**config.mk**
```make
export PLATFORM = sky130hd
export DESIGN_NAME = tausworthe_multi
export DESIGN_NICKNAME = d
export VERILOG_FILES = /design/src/rtl/tausworthe_multi.sv
export SDC_FILE = /design/constraint.sdc
export NUM_CORES = 1
export LEC_CHECK = 0
export ABC_AREA = 1
export CAP_MARGIN = 20
export CORE_UTILIZATION = 23
export DETAILED_ROUTE_END_ITERATION = 10
export GPL_ROUTABILITY_DRIVEN = 0
export SLEW_MARGIN = 10
export SYNTH_ARGS = -nofsm -noshare
export SYNTH_HDL_FRONTEND = slang
export SYNTH_SLANG_ARGS = --single-unit
```
**constraint.sdc**
```tcl
create_clock -name clock -period 11.3 [get_ports clock]
set_clock_uncertainty 0.2 [all_clocks]
set_input_delay 1.695 -clock clock [delete_from_list [all_inputs] [get_ports clock]]
set_output_delay 1.695 -clock clock [all_outputs]
set_load 0.02 [all_outputs]
```
**src/rtl/tausworthe_multi.sv**
```systemverilog
// tausworthe_multi: LANES independent combined Tausworthe (taus88) generators.
// Each lane keeps three 32-bit state words and produces one 32-bit sample per
// transfer on a valid/ready interface. Seeds are loaded at runtime as 3*LANES
// words, and a warm-up phase discards WARMUP state advances before output.
// Optional build macro TAUS_SAMPLE_CNT_EN adds the sample_cnt transfer counter.
module tausworthe_multi #(
    parameter int LANES  = 2,
    parameter int WARMUP = 0,
    parameter int CNT_W  = 32
) (
    input  logic                  clock,
    input  logic                  reset,
    input  logic                  seed_valid,
    input  logic [31:0]           seed_data,
    output logic                  seed_ready,
    output logic [32*LANES-1:0]   random_out,
    output logic                  valid_out,
    input  logic                  ready_in
`ifdef TAUS_SAMPLE_CNT_EN
    ,
    output logic [CNT_W-1:0]      sample_cnt
`endif
);

    localparam int NW    = 3 * LANES;
    localparam int IDX_W = $clog2(NW + 1);
    localparam logic [IDX_W-1:0] LAST_IDX  = IDX_W'(NW - 1);
    localparam logic [IDX_W-1:0] FIRST_IDX = IDX_W'(1);
    localparam logic [15:0]      WARM_INIT = 16'(WARMUP);

    localparam logic [1:0] ST_WARM = 2'd0;
    localparam logic [1:0] ST_RUN  = 2'd1;
    localparam logic [1:0] ST_LOAD = 2'd2;

    if (LANES < 1 || CNT_W < 1 || WARMUP < 0 || WARMUP > 65535) begin : g_bad_param
        $error("tausworthe_multi: illegal parameter value");
    end

    // Smallest legal value of state word r (low bits must leave the recurrence alive).
    function automatic logic [31:0] word_min(input int r);
        case (r)
            0:       return 32'd2;
            1:       return 32'd8;
            default: return 32'd16;
        endcase
    endfunction

    // Default state word r of a lane: legacy constant xored with a golden-ratio lane key.
    function automatic logic [31:0] word_default(input int lane, input int r);
        logic [31:0] k;
        logic [31:0] base;
        logic [31:0] d;
        k = 32'(lane) * 32'h9E37_79B9;
        case (r)
            0:       base = 32'hF0F0_F0F0;
            1:       base = 32'hC0C0_C0C0;
            default: base = 32'hFF00_FF00;
        endcase
        d = base ^ k;
        if (d < word_min(r)) begin
            d = d | 32'h0000_0010;
        end
        return d;
    endfunction

    // Replace a degenerate seed word with the register default.
    function automatic logic [31:0] legalize(input logic [31:0] v, input int lane, input int r);
        return (v < word_min(r)) ? word_default(lane, r) : v;
    endfunction

    // One taus88 recurrence step of state word r.
    function automatic logic [31:0] step_word(input logic [31:0] v, input int r);
        logic [31:0] b;
        case (r)
            0: begin
                b = ((v << 13) ^ v) >> 19;
                return ((v & 32'hFFFF_FFFE) << 12) ^ b;
            end
            1: begin
                b = ((v << 2) ^ v) >> 25;
                return ((v & 32'hFFFF_FFF8) << 4) ^ b;
            end
            default: begin
                b = ((v << 3) ^ v) >> 11;
                return ((v & 32'hFFFF_FFF0) << 17) ^ b;
            end
        endcase
    endfunction

    logic [NW-1:0][31:0]    st_q, st_d;
    logic [NW-1:0][31:0]    stepped_s;
    logic [32*LANES-1:0]    sample_s;
    logic [32*LANES-1:0]    out_q, out_d;
    logic                   valid_q, valid_d;
    logic [1:0]             state_q, state_d;
    logic [15:0]            cnt_q, cnt_d;
    logic [IDX_W-1:0]       idx_q, idx_d;
    logic                   seed_ready_q;
    logic                   seed_first_s;

    // Next state of every word and the per-lane sample of the current state.
    always_comb begin
        stepped_s = st_q;
        sample_s  = {(32*LANES){1'b0}};
        for (int w = 0; w < NW; w++) begin
            stepped_s[w] = step_word(st_q[w], w % 3);
        end
        for (int l = 0; l < LANES; l++) begin
            sample_s[32*l +: 32] = st_q[3*l] ^ st_q[3*l+1] ^ st_q[3*l+2];
        end
    end

    // Control: warm-up counting, output handshake and seed word sequencing.
    always_comb begin
        state_d      = state_q;
        cnt_d        = cnt_q;
        idx_d        = idx_q;
        st_d         = st_q;
        out_d        = out_q;
        valid_d      = valid_q;
        seed_first_s = 1'b0;
        case (state_q)
            ST_WARM: begin
                if (cnt_q != 16'd0) begin
                    st_d  = stepped_s;
                    cnt_d = cnt_q - 16'd1;
                end else begin
                    state_d = ST_RUN;
                end
            end
            ST_RUN: begin
                // Load when the output is empty or being consumed; hold while stalled.
                if (!valid_q || ready_in) begin
                    out_d   = sample_s;
                    valid_d = 1'b1;
                    st_d    = stepped_s;
                end else begin
                    out_d = out_q;
                end
            end
            ST_LOAD: begin
                if (seed_valid) begin
                    for (int w = 0; w < NW; w++) begin
                        st_d[w] = (IDX_W'(w) == idx_q) ? legalize(seed_data, w / 3, w % 3) : st_q[w];
                    end
                    if (idx_q == LAST_IDX) begin
                        idx_d   = {IDX_W{1'b0}};
                        cnt_d   = WARM_INIT;
                        state_d = ST_WARM;
                    end else begin
                        idx_d = idx_q + FIRST_IDX;
                    end
                end else begin
                    idx_d = idx_q;
                end
            end
            default: begin
                state_d = ST_WARM;
            end
        endcase
        // The first seed word preempts whatever the current state would do:
        // no stepping, output invalidated, word 0 written.
        if (seed_valid && (state_q != ST_LOAD)) begin
            st_d         = st_q;
            st_d[0]      = legalize(seed_data, 0, 0);
            idx_d        = FIRST_IDX;
            valid_d      = 1'b0;
            out_d        = out_q;
            state_d      = ST_LOAD;
            seed_first_s = 1'b1;
        end else begin
            seed_first_s = 1'b0;
        end
    end

    // State, output and control registers.
    always_ff @(posedge clock or posedge reset) begin
        if (reset) begin
            state_q      <= ST_WARM;
            cnt_q        <= WARM_INIT;
            idx_q        <= {IDX_W{1'b0}};
            out_q        <= {(32*LANES){1'b0}};
            valid_q      <= 1'b0;
            seed_ready_q <= 1'b1;
            for (int w = 0; w < NW; w++) begin
                st_q[w] <= word_default(w / 3, w % 3);
            end
        end else begin
            state_q      <= state_d;
            cnt_q        <= cnt_d;
            idx_q        <= idx_d;
            out_q        <= out_d;
            valid_q      <= valid_d;
            seed_ready_q <= 1'b1;
            st_q         <= st_d;
        end
    end

    assign random_out = out_q;
    assign valid_out  = valid_q;
    assign seed_ready = seed_ready_q;

`ifdef TAUS_SAMPLE_CNT_EN
    logic [CNT_W-1:0] smp_q, smp_d;

    // Saturating transfer count, cleared when a new seed starts.
    always_comb begin
        smp_d = smp_q;
        if (seed_first_s) begin
            smp_d = {CNT_W{1'b0}};
        end else if (valid_q && ready_in && (smp_q != {CNT_W{1'b1}})) begin
            smp_d = smp_q + {{(CNT_W-1){1'b0}}, 1'b1};
        end else begin
            smp_d = smp_q;
        end
    end

    // Sample counter register.
    always_ff @(posedge clock or posedge reset) begin
        if (reset) begin
            smp_q <= {CNT_W{1'b0}};
        end else begin
            smp_q <= smp_d;
        end
    end

    assign sample_cnt = smp_q;
`endif

endmodule

```
==> results.tsv <==
stage	metric	value	unit
routing	number of DRC violations after detailed routing	0	
synth	area share of the largest cell type after synthesis	30.3	%
grt	wire length of the first global-routing pass	77800	um
sta	Max transition margin	27.8	%
sta	RSZ-0062 raised after global routing	false	
power	maximum resistive drop on vdd	163	uV
floorplan	horizontal die dimension	259	um
grt	global routing met3 resource utilization	2.68	%
floorplan	io pins	102	
cells_and_area	Inserted Diodes	0	
grt	overflow left after global routing	0	
floorplan	area of the core	64900	um^2
grt	gr busiest metal	met2	
placement	number of port buffers	100	
critical_path	capturing element of the worst setup path	st_q[11]$_DFFE_PP0P_	
critical_path	launching element of the worst setup path	state_q[0]$_DFFE_PP0P_	
critical_path	worst-case register-to-register setup slack	6.05	ns
critical_path	Reg-to-Reg Start	state_q[0]$_DFFE_PP0P_	
synth	number of library cell types mapped by synthesis	37	
floorplan	initial core utilization	23.4	%
cells_and_area	area growth from synthesis to final layout	18.3	%
power	total power per unit cell area	361	nW/um^2
floorplan	area of the die	67100	um^2
critical_path	number of cells on the worst reg-to-reg path	10	
critical_path	reg-to-reg endpoint	st_q[11]$_DFFE_PP0P_	
sta	minimum clock period after layout	5.25	ns
clock_tree	# clock sinks	278	
synth	library cell with the largest summed area after synthesis	sky130_fd_sc_hd__dfrtp_1	
synth	Most used DFF post-synth	sky130_fd_sc_hd__dfrtp_1	
routing	post-detailed-route via-to-cell ratio	4.52	
grt	antenna violations before repair	2	
sta	transition at the pin with the smallest max-transition slack	1.08	ns
grt	Global Route met1 Usage	19.9	%
cells_and_area	final core utilization	27.7	%
status	run status	completed	
floorplan	overall die height	259	um
clock_tree	cts bufs inserted	30	
grt	via count of the first global-routing pass	12459	
routing	Antenna Violating Nets Remaining	0	
critical_path	kind of launch point of the worst setup path	flip-flop	
cells_and_area	fraction of final layout cells sized beyond drive strength 1	9.36	%
floorplan	number of standard-cell rows in the floorplan	93	
synth	number of instances in the synthesized netlist	1945	
sta	Sum Neg Setup Slack	0	ns
synth	synthesized cell area	15200	um^2
critical_path	start-to-end type of the worst setup path	reg -> reg	
routing	wire per inst	17.7	um
routing	wire length after detailed routing	50800	um
synth	Ys Warns	0	
clock_tree	count of buffers added by post-CTS timing repair for setup	0	
critical_path	crit path max fanout	51	
clock_tree	H-tree depth	1	
job	number of maximum-capacitance violations	0	
worst_hold_path	worst hold-check path type	reg -> reg	
synth	post-synth net total	1992	
sta	setup-violating endpoint count in the final report	0	
clock_tree	buffer levels on the longest clock path	3	
sta	Post-Route Hold Slack	0.277	ns
sta	final worst path period share	46.5	%
routing	number of vias in the routed layout	12998	
power	leakage component of the power	8.30	nW
synth	post-synthesis sequential element count	278	
grt	overall global routing resource usage	15.1	%
clock_tree	post-CTS resize count	0	
clock_tree	hold buffers post-CTS	0	
sta	Max Clk Rate	190	MHz
clock_tree	TritonCTS clock tree	done	
synth	share of synthesized flip-flops with an asynchronous set or reset	100	%
placement	post-detail-place hpwl	36300	um
routing	number of DRC violations after detailed-routing iteration 0	1374	
sta	max-slew violations	0	
clock_tree	clock transition at the registers of the reported paths	0.07	ns
critical_path	required time of the critical path	11.54	ns
cells_and_area	Total Nets Final	2042	
clock_tree	Clk Latency, worst-skew pair	0.59	ns
sta	Hold Violations, Final	0	
synth	biggest area contributors in the synthesized netlist	sky130_fd_sc_hd__dfrtp_1 (30%), sky130_fd_sc_hd__nand2_1 (16%), sky130_fd_sc_hd__dfstp_2 (16%)	
synth	number of synthesized flops with an enable pin	0	
critical_path	data arrival time of the critical path	5.49	ns
routing	1st-pass router iterations	6	
critical_path	kind of end point of the critical path	flip-flop	
grt	maximum number of pins on one net before global-route repair	135	
synth	sequential share of the synthesized area	46.5	%
clock_tree	clock root buffer	sky130_fd_sc_hd__clkbuf_16	
grt	met2 Track Usage GR	24.1	%
synth	mean instance size in the synthesized netlist	7.81	um^2
==> sequential cells by signal, indices dropped and copies added (netlist names) <==
name / count
valid_out: 1
st_q: 192
cnt_q: 16
random_out: 64
idx_q: 3
state_q: 2
==> synthesized netlist by cell type, drive strengths merged (2+ instances only) <==
cell / n
a21boi: 4
a21o: 3
a21oi: 95
buf: 62
clkbuf: 32
dfrtp: 184
dfstp: 94
ha: 11
inv: 151
nand2: 669
nand3: 86
nand3b: 6
nand4: 7
nor2: 82
nor3: 2
o21ai: 276
o22ai: 5
o31ai: 3
or2: 4
xnor2: 90
xor2: 77
==> cell families after synthesis <==
group           Yosys count  synth area share, %
compound gates          387                 13.2
xor+xnor                167                 9.62
fa+ha+maj                11                0.905
buf+inv                 245                 7.01
flops                   278                 46.5
other cells               1               0.0247
simple gates            856                 22.7
==> metal layers <==
metal	vias to the layer above	wire length, um	share of wire [%]
met5	-	23	0.045
met4	4	2390	4.7
met3	121	3870	7.6
met2	498	23000	45
met1	6094	21500	42
li1	6281	-	-
==> placed cells by master (no fill, tap or decap), drive strengths merged, types with 2 or more instances in the layout <==
| master | count |
|---|---|
| o22ai | 5 |
| a21oi | 95 |
| bufinv | 5 |
| nand3b | 6 |
| clkinv | 9 |
| inv | 151 |
| nand4 | 7 |
| nor3 | 2 |
| a21boi | 4 |
| ha | 11 |
| nand2 | 669 |
| or2 | 4 |
| clkbuf | 41 |
| dfrtp | 184 |
| nor2 | 82 |
| clkdlybuf4s50 | 100 |
| a21o | 3 |
| o21ai | 276 |
| xor2 | 77 |
| nand3 | 86 |
| dfstp | 94 |
| buf | 12 |
| xnor2 | 90 |
| o31ai | 3 |
==> worst min path at each step <==
stage | start | to | slack, ns | cells past startpoint
final | st_q[160]$_DFFE_PP1P_ | st_q[160]$_DFFE_PP1P_ | 0.28 | 2
after global routing | st_q[146]$_DFFE_PP1P_ | st_q[146]$_DFFE_PP1P_ | 0.30 | 2
after CTS | st_q[160]$_DFFE_PP1P_ | st_q[160]$_DFFE_PP1P_ | 0.27 | 2
after detailed placement | st_q[160]$_DFFE_PP1P_ | st_q[160]$_DFFE_PP1P_ | 0.26 | 2
after global placement | st_q[160]$_DFFE_PP1P_ | st_q[160]$_DFFE_PP1P_ | 0.27 | 2
after floorplan | st_q[128]$_DFFE_PP1P_ | st_q[128]$_DFFE_PP1P_ | 0.25 | 2
==> final cells by class <==
class | count | area (um^2)
repair buffers | 112 | 1090
inverters | 151 | 576
multi-input cells | 1422 | 7090
clock buffers | 41 | 852
well taps | 855 | 1070
fillers | 7068 | 47000
flip-flops and latches | 278 | 7070
clock inverters | 15 | 221
==> critical path: stages (launching register included) <==
cell,delay [ns]
sky130_fd_sc_hd__dfrtp_1,0.44
sky130_fd_sc_hd__inv_1,0.17
sky130_fd_sc_hd__ha_4,0.50
sky130_fd_sc_hd__clkinv_2,0.79
sky130_fd_sc_hd__ha_1,0.85
sky130_fd_sc_hd__inv_1,0.35
sky130_fd_sc_hd__nand4_1,0.17
sky130_fd_sc_hd__nand2_1,0.82
sky130_fd_sc_hd__inv_2,0.53
sky130_fd_sc_hd__nand2_1,0.17
sky130_fd_sc_hd__o21ai_1,0.08
==> through the flow <==
step | setup WS [ns] | cells | power (mW) | instance area, um^2
3_3_place_gp | 5.92 | 2817 | 5.37 | 16900
4_1_cts | 6.15 | 2873 | 6.51 | 18000
2_1_floorplan | 1.90 | 1945 | 4.32 | 15200
5_1_grt | 5.69 | 2874 | 6.98 | 18000
6_report | 6.05 | 2874 | 6.49 | 18000
3_5_place_dp | 5.81 | 2817 | 5.40 | 16900
==> power by group <==
group          switching, mW  leakage [nW]  total [mW]  internal, mW
clock                  0.436         0.529        1.08         0.643
sequential             0.513          3.30        2.11          1.59
combinational           2.12          4.47        3.31          1.18
No activity file was read; power rests on OpenSTA's default activity.
==> RTL change, RTL diff (same flow settings) <==
The parameter `LANES` goes from 2 to 4.
--- a/src/rtl/tausworthe_multi.sv
+++ b/src/rtl/tausworthe_multi.sv
@@ -5,5 +5,5 @@
 // Optional build macro TAUS_SAMPLE_CNT_EN adds the sample_cnt transfer counter.
 module tausworthe_multi #(
-    parameter int LANES  = 2,
+    parameter int LANES  = 4,
     parameter int WARMUP = 0,
     parameter int CNT_W  = 32
Interface: changed (resized random_out); port bits go from 102 to 166. No check against the original RTL was run, so the function may have changed too.
==> RTL change against the unedited design <==
  * Clock power up 87%
  * Sequential cell count up 257
  * Critical path depth grew 3
  * Wire length increased by 100%
  * Combinational power is 95% higher
  * Setup slack improved by 0.30 ns
  * Total power is 93% higher
  * Area after synthesis is 87% higher
  * Cell area up 87%
  * Synthesized cell count rose by 86%
  * Sequential share of layout area increased by 1.3 points
  * Worst hold slack worse by 0.0028 ns
==> RTL change: results (changes against the unedited design) <==
{| class="wikitable"
! Metric !! Value
|-
| Status || completed
|-
| First-pass GRT wire length || 155 mm (+100%)
|-
| Flip-flop count of the largest register after layout || 384 (+100%)
|-
| Drt total wl || 104 mm (+100%)
|-
| Combinational power || 6.47 mW (+95%)
|-
| Number of antenna violations at the first check in global routing || 4 (+2)
|-
| Total leakage power || 15.3 nW (+85%)
|-
| Actual slew at the worst max-slew pin || 1.24 ns (+0.159 ns)
|-
| Mean number of vias per cell || 4.61 (+2.0%)
|-
| Buffer depth of the longest clock path || 3 (unchanged)
|-
| Relative contribution of the clock network to total power || 16.1% (-0.5 points)
|-
| Post-synth cell types || 36 (-2.7%)
|-
| Total routing usage reported by global routing || 16.3% (+1.2 points)
|-
| H-Tree Level Count || 2 (+1)
|-
| XOR/XNOR share of the synthesized area || 10.0% (+0.41 points)
|-
| Met2 track demand over resource || 26.4% (+2.3 points)
|-
| Uppermost layer routed || met5
|-
| Placement Setup Slack || 6.14 ns (+0.333 ns)
|-
| Top post-synthesis cells by count || nand2_1, dfrtp_1, o21ai_0
|-
| CTS root buf || clkbuf_16
|-
| Detailed Route Iter0 Violations || 2,688 (+96%)
|-
| IR Drop Worst-Case VDD || 0.000273 V (+67%)
|-
| Area fraction in compound gates after synthesis || 10.8% (-2.4 points)
|-
| M1 GR Usage || 21.2% (+1.3 points)
|-
| Total CTS buffers || 60 (+100%)
|-
| # port buffers || 164 (+64%)
|-
| Largest net degree at the start of global routing || 169 (+25%)
|-
| Synth area leaders || dfrtp_1, dfstp_2, nand2_1
|-
| Fraction of synthesized area in multiplexers || 0% (unchanged)
|-
| Later-pin clock latency in the skew report || 0.64 ns (+0.05 ns)
|-
| Number of global-route vias before repair || 23.5k (+89%)
|-
| Post-synth ARST share || 100% (unchanged)
|-
| Crit path max fanout || 77 (+51%)
|-
| Switching power share of the total || 47.9% (+0.60 points)
|-
| Sequential-to-total area share from yosys stat || 47.9% (+1.4 points)
|-
| Fraction of layout instances using a drive strength above 1 || 9.90% (+0.54 points)
|-
| Routed length on met3 || 7.75 mm (+100%)
|-
| Arrival time at the worst endpoint || 5.30 ns (-0.19 ns)
|-
| Detailed placer's ending HPWL || 70.7 mm (+95%)
|-
| Resize count post-CTS || 0 (unchanged)
|-
| Synth Net Count || 3,655 (+83%)
|-
| Routed length on met1 || 42.8 mm (+99%)
|-
| Net switching component of the power || 6.01 mW (+96%)
|-
| Global routing usage on met3 || 2.79% (+0.12 points)
|-
| Setup fix buffers added after clock tree synthesis || 0 (unchanged)
|-
| Fraction of the mapped netlist area in adder cells || 0.396% (-0.51 points)
|-
| Yosys warns || 0 (unchanged)
|-
| Top FF cell, synth || dfrtp_1
|-
| Detailed route wirelength on metal2 || 48.3 mm (+110%)
|-
| Max-slew violation total from the final report || 0 (unchanged)
|}
## RTL change: final timing paths
path | slack [ns] | depth (start not counted) | start | endpoint
worst max-delay path | 6.35 | 13 | state_q[0] | st_q[8]
worst min-delay path | 0.27 | 2 | st_q[355] | st_q[355]
worst max register to register | 6.35 | 13 | state_q[0] | st_q[8]
worst min register to register | 0.27 | 2 | st_q[355] | st_q[355]
max in group asynchronous | 7.62 | 4 | reset | st_q[135]
min in group asynchronous | 1.25 | 2 | reset | st_q[329]
## RTL change: through the flow
step,cells,instance area (sq um),hold WS (ns),util [%]
floorplan,3610,28500,0.254,-
global placement,5235,31400,0.263,25.7
detailed placement,5237,31500,0.264,25.8
CTS,5351,33500,0.275,27.4
global route,5352,33500,0.287,27.4
finish,5355,33500,0.274,27.4
## RTL change: final cells by class
cell class | count | area [sq um]
Inverter | 206 | 777
Antenna cell | 3 | 7.51
Clock inverter | 23 | 262
Fill cell | 13100 | 88700
Sequential cell | 535 | 13600
Multi-Input combinational cell | 2670 | 13100
Clock buffer | 91 | 1740
Timing Repair Buffer | 202 | 2010
Tap cell | 1625 | 2030
## RTL change: kinds of logic (layout without fill, tap and decap cells)
logic type | Yosys count | count (layout)
adder cells (fa/ha/maj) | 9 | 9
XOR/XNOR | 326 | 326
flip-flops | 535 | 535
buffers and inverters | 405 | 522
other | 1 | 4
AO/OA/AOI/OAI | 609 | 609
AND/OR/NAND/NOR | 1725 | 1725
## RTL change: critical path, cell delays in order, from the launching register on
cell and delay [ns]:
dfrtp_1 0.52, inv_2 0.09, nand2_4 0.29, buf_4 0.80, ha_1 0.76, inv_2 0.39, nand3_1 0.32, nor2_1 0.06
nor3_1 0.18, nand2_1 0.08, buf_4 0.26, inv_1 0.57, nand3_1 0.14, o21ai_0 0.11
